==> src/rtl/sysid_checker_pkg.sv <==
// Shared definitions for the system-ID checker: state encoding, error codes,
// responder word addresses and the stall-counter width rule.
package sysid_checker_pkg;

  typedef logic [2:0] state_t;

  localparam state_t ST_IDLE  = 3'd0;
  localparam state_t ST_RD_ID = 3'd1;
  localparam state_t ST_RD_TS = 3'd2;
  localparam state_t ST_CHECK = 3'd3;
  localparam state_t ST_DONE  = 3'd4;

  localparam logic [1:0] ERR_NONE    = 2'b00;
  localparam logic [1:0] ERR_ID      = 2'b01;
  localparam logic [1:0] ERR_TS      = 2'b10;
  localparam logic [1:0] ERR_TIMEOUT = 2'b11;

  localparam logic ADDR_ID = 1'b0;
  localparam logic ADDR_TS = 1'b1;

  // Stall counter is never narrower than 8 bits.
  function automatic int stall_cnt_width(input int timeout_cycles);
    int w;
    w = $clog2(timeout_cycles + 1);
    return (w < 8) ? 8 : w;
  endfunction

endpackage

==> src/rtl/sysid_read_timer.sv <==
// Per-read stall counter: counts wait-stalled cycles and flags the cycle on
// which the stall budget is used up. TIMEOUT_CYCLES = 0 disables expiry.
module sysid_read_timer
  import sysid_checker_pkg::*;
#(
  parameter int TIMEOUT_CYCLES = 255
) (
  input  logic clock,
  input  logic reset,
  input  logic i_clear,
  input  logic i_enable,
  output logic o_expired
);

  localparam int             W     = stall_cnt_width(TIMEOUT_CYCLES);
  localparam logic [W-1:0]   LIMIT = W'(TIMEOUT_CYCLES);

  logic [W-1:0] r_count;

  // NOTE: state registers use non-blocking assignments and an asynchronous
  // reset in the sensitivity list, so every flop updates from pre-edge values.
  always_ff @(posedge clock or posedge reset) begin
    if (reset) begin
      r_count <= '0;
    end else if (i_clear) begin
      r_count <= '0;
    end else if (i_enable && (r_count != LIMIT)) begin
      r_count <= r_count + 1'b1;
    end
  end

  // Expiry fires on the stall cycle that brings the total to TIMEOUT_CYCLES.
  assign o_expired = (TIMEOUT_CYCLES != 0) && i_enable && (r_count == LIMIT - 1'b1);

endmodule

==> config.mk <==
export PLATFORM = sky130hd
export DESIGN_NAME = sysid_read_timer
export DESIGN_NICKNAME = d
export VERILOG_FILES = /design/src/rtl/sysid_checker_pkg.sv /design/src/rtl/sysid_read_timer.sv
export SDC_FILE = /design/constraint.sdc
export NUM_CORES = 1
export LEC_CHECK = 0
export CAP_MARGIN = 20
export CORE_AREA = 2 2 39 41
export CTS_CLUSTER_DIAMETER = 150
export CTS_CLUSTER_SIZE = 30
export DETAILED_ROUTE_END_ITERATION = 10
export DIE_AREA = 0 0 41 43
export GPL_TIMING_DRIVEN = 1
export PLACE_DENSITY = 0.51
export SYNTH_ARGS = -nofsm -noshare
export SYNTH_HDL_FRONTEND = slang
export SYNTH_SLANG_ARGS = --single-unit
==> constraint.sdc <==
create_clock -name clock -period 1.8 [get_ports clock]
set_input_delay 0.36 -clock clock [delete_from_list [all_inputs] [get_ports clock]]
set_output_delay 0.36 -clock clock [all_outputs]
set_load 0.02 [all_outputs]
; After elaboration in Yosys (flattened, before gate mapping)
; Cells that the tools add are included.
[totals]
reg_bits = 8
latch_bits = 0
mem_bits_rw = 0
mem_bits_ro = 0
in_bits = 4
out_inout_bits = 1
elab_cells = 9
n_memories = 0
[classes]
n_addsub = 1
n_mul = 0
div_mod_pow = 0
n_lt_le_gt_ge = 0
n_eq_ne = 2
n_shift = 0
n_mux = 2
bitwise_logic = 0
reduce_logical = 3
[op_table]
columns = cell, n
row1 = 2-to-1 mux 8 bit, 2
row2 = adder 8 x 1 -> 8 bit (second input constant), 1
row3 = equality test 8 bit (second input constant), 1
row4 = inequality test 8 bit (second input constant), 1
row5 = logical AND 1 bit, 2
row6 = nonzero test 2 bit, 1

; Depth between registers and ports, before layout
[logic_depth]
word_depth = 4
depth_mapped = 5
ltp_nobuf = 5

; Least setup slack after synthesis
; No wires, ideal clock.
[synth_path]
path_type = register to register
startpoint = reg r_count[1]
endpoint = reg r_count[5]
setup_ns = 0.078
t_arrival_ns = 1.245
required_time_ns = 1.722
path_slack_ns = 0.477
path_stages_with_launch = 6
path_buffers = 0
period_less_slack_ns = 1.323
path_cell_list = dfrtp_1 ha_1 nand4_1 nor2_1 or3_1 a21oi_1
[synth_between]
elab_chain_cells = 3
elab_cells_between_ends = 6
cone_classes = add/sub: 1 / eq/ne: 1 / mux: 2 / reduce/logical: 2
[synth_rtl]
columns = element, line
row1 = from (decl), sysid_read_timer.sv:18  ; logic [W-1:0] r_count;
row2 = from (signal assigned), sysid_read_timer.sv:28  ; r_count <= r_count + 1'b1;
row3 = adder 8 x 1 -> 8 bit or inequality test 8 bit (tied branches), "sysid_read_timer.sv:28, sysid_read_timer.sv:27"
row4 = 2-to-1 mux 8 bit or logical AND 1 bit (tied branches), sysid_read_timer.sv:27  ; end else if (i_enable && (r_count != LIMIT)) begin
row5 = 2-to-1 mux 8 bit or nonzero test 2 bit (tied branches), --
; Parallel ways exist; a longest one is shown, timed or not. The select of a mux whose other input is x is not followed.
; A chain may end at the register's enable or synchronous reset.

; Worst setup path in the final report
[layout_path]
startpoint = reg r_count[6]
endpoint = out o_expired
[layout_between]
elab_chain_cells = 2
[layout_rtl]
columns = element, line
row1 = equality test 8 bit, sysid_read_timer.sv:33  ; assign o_expired = (TIMEOUT_CYCLES != 0) && i_enable && (r_count == LIMIT - 1'b1);
row2 = logical AND 1 bit, sysid_read_timer.sv:33
row3 = to (decl), sysid_read_timer.sv:12  ; output logic o_expired
; Every way passes these cells.

==> results.md <==
* Slew Limit Fails at 0
* Reg with most FFs: r_count
* Commonest cells post-synth: 9 x nor2_1, 8 x dfrtp_1, 5 x nand3_1
* P per Cell Area at 641.2 mW/mm^2
* Synth cell types at 21
* Ranking of synthesized cells by area: dfrtp_1 45%, nor2_1 7.6%, ha_1 5.6%
* Worst relative slew slack at 77.66%
* Wirelength per Cell at 12.46 um
* CP Class: reg2out
* CTS sink cnt at 8
* Max H-tree Level at 1
* Layout cells sized above 1 at 20.31%
* Final Skew at 0.001447 ns
* Worst Path Arrival at 1.23 ns
* Cells after synthesis at 50
* Drt first pass iters at 4
* CTS max path bufs at 2
* Final setup violation count at 0
* Status: finished, final reports clean
* Pleak at 0.0002723 uW
* Buffers on Ports at 4
* Register-to-Register Path Depth at 5
* All-layer global routing usage at 14.42%
* Largest area contributor in the netlist: dfrtp_1
* Worst path required time at 1.44 ns
* Crit path launch type: register
* Max Fclk at 630.3 MHz
* Seq pwr share at 51.3%
* Post-synth ARST share at 100.0%
* Critical Path End Type: output pin
* Period Utilization, post-route at 88.14%
* Netlist Area Pre-Place at 442.9 um^2
* Final ANT Viol Nets at 0
* Placement Setup Slack at -0.1430 ns
* Cell Int Power at 277.3 uW
* DRT iter0 DRCs at 7
* Inserted Diodes at 0
* Vias per cell at 5.075
* #FFs+latches synth at 8
* Row cnt at 14
* Min Tclk post-route at 1.587 ns
* CP max FO at 2
* Worst-Skew Late Latency at 0.26 ns
* # DRC at 0
* Prevailing post-synth register cell: dfrtp_1
* R2R setup slack at 0.33 ns
* Fin worst setup slack at 0.2135 ns
* Post-CTS Hold Buffers at 0
* Fin. Hold Viols at 0
* CP Launch Point: r_count[6]
* Comb pwr share at 9.2%
* Initial Utilization at 32.01%
* R2r startpoint: r_count[0]
* Filler instances at 148
* Top Registers: r_count x8
* Synthesis-to-layout area growth at 30.23%
* Number of synthesized flops with an enable pin at 0
* FF/Latch Area at 200.2 um^2
* Largest net degree at the start of global routing at 9
* Nets at 72
* Crit path capture: o_expired
* Clk pwr share at 39.5%
* Worst Tran Pin Value at 0.3347 ns
* Post-DP HPWL at 742.4 um
* GPL Wtd Cong at 0.7979
* Mapped Avg Cell Area at 8.859 um^2
* Clk pin slew, worst setup/hold paths at 0.06 ns
* Switch share at 25.02%
* First-pass GRT wire length at 1614 um
* Ys Warns at 0
* Drt total wl at 997 um
* Syn_nets at 56
* Cell with the most instances after synthesis: nor2_1
* Utilization after layout at 41.68%
* RSZ-0062 raised after global routing: no
* CTS buffer count at 3
* Core Area at 0.001384 mm^2
* Die ar. at 0.001763 mm^2
* Switching power at 92.55 uW
* Die Ht at 43 um
* Via Count at 406
* Die span in x at 41 um
* Antenna violations before repair at 0
* Yosys top cell area share at 45.20%
* R2R Path End: r_count[5]
* Sequential fraction of the synthesis area at 45.20%
* Worst VDD drop at 0.3942 mV
* TritonCTS clock tree: yes
* Max reg flops at 8
* # IOs at 5
* Vias in the first global route at 390
* Remaining Overflow, GRT at 0
* Min-Delay Path Class: in2async
* Max_cap viols at 0
* Area of the multi-input gates at 227.7 um^2
* CTS root buf: clkbuf_4
[layout make-up]
type,count,share of cell area [%]
Timing Repair Buffer,12,16.49
Multi-Input combinational cell,38,39.48
Clock buffer,3,3.905
Sequential cell,8,34.71
Inverter,3,1.952
Tap cell,16,3.471
[cells by family after synthesis]
family,count (synthesis),synth area share [%]
XOR/XNOR,1,1.978
buffers and inverters,4,3.389
flip-flops,8,45.20
AND/OR/NAND/NOR,26,30.51
multiplexers,1,2.260
adder cells (fa/ha/maj),2,5.649
AO/OA/AOI/OAI,8,11.02
[power groups by stage]
stage | Combinational [uW] | Clock [uW] | Sequential (uW)
6_report | 34.0 | 146 | 190
4_1_cts | 34.8 | 151 | 190
3_5_place_dp | 34.9 | 0 | 193
5_1_grt | 38.9 | 161 | 190
3_3_place_gp | 34.1 | 0 | 193
2_1_floorplan | 20.0 | 0 | 192
[metal layers]
metal  wire length [um]  vias up  track usage (%)  part of all wire [%]
met1                439      184            17.00                    44
li1                   -      210                -                     -
met5                  0        -                0                     0
met4                 26        0            12.00                   2.6
met3                 40        4            3.141                   4.0
met2                491        8            20.94                    49
[timing repair]
action / 4_1_cts / 5_1_grt
setup buffers: 0 / 0
endpoints found under the hold margin: 0 / 0
cloned: 0 / 0
setup endpoints to repair: 1 / 1
gates resized for setup: 1 / 2
[worst max-delay path, cell delays in order, from the launching register on]
cell      delay (ns)
dfrtp_1         0.35
nand3_1         0.12
nor2_1          0.16
and3_1          0.18
clkbuf_2        0.16
[worst min path at each step]
stage	endpoint	slack, ns	startpoint
floorplan	r_count[0]	0.18	reset
global placement	r_count[1]	0.59	r_count[1]
detailed placement	r_count[1]	0.60	r_count[1]
CTS	r_count[3]	0.36	reset
global route	r_count[3]	0.39	reset
finish	r_count[7]	0.35	reset
[cells in the final DEF, fill, tap and decap left out]
| cell | instances |
|---|---|
| or3_1 | 1 |
| clkbuf_4 | 3 |
| and4_1 | 2 |
| buf_4 | 8 |
| a21oi_1 | 2 |
| nand3_1 | 5 |
| nor4b_1 | 1 |
| nand2_1 | 1 |
| inv_1 | 3 |
| nor2_1 | 9 |
| nor3_1 | 3 |
| o21ai_1 | 1 |
| dfrtp_1 | 8 |
| o21ai_0 | 2 |
| clkbuf_2 | 1 |
| clkdlybuf4s50_1 | 3 |
| and3_1 | 2 |
| o21ba_2 | 1 |
| xnor2_1 | 1 |
| a211oi_1 | 1 |
| ha_1 | 2 |
| nand4_1 | 2 |
| a31oi_1 | 1 |
| mux2i_1 | 1 |
[stage by stage]
step                      hold WS [ns]  setup TNS [ns]  area [um^2]  instances  power, uW
final                           0.3485               0        576.8         80      369.9
after global routing            0.3853               0        576.8         80      390.1
after global placement          0.5861         -0.1656        559.3         77      226.7
after CTS                       0.3597               0        580.6         80      375.3
after floorplan                 0.1757               0        442.9         50      211.6
after detailed placement        0.6022         -0.1430        559.3         77      228.0
Power figures use the tool's default switching activity.
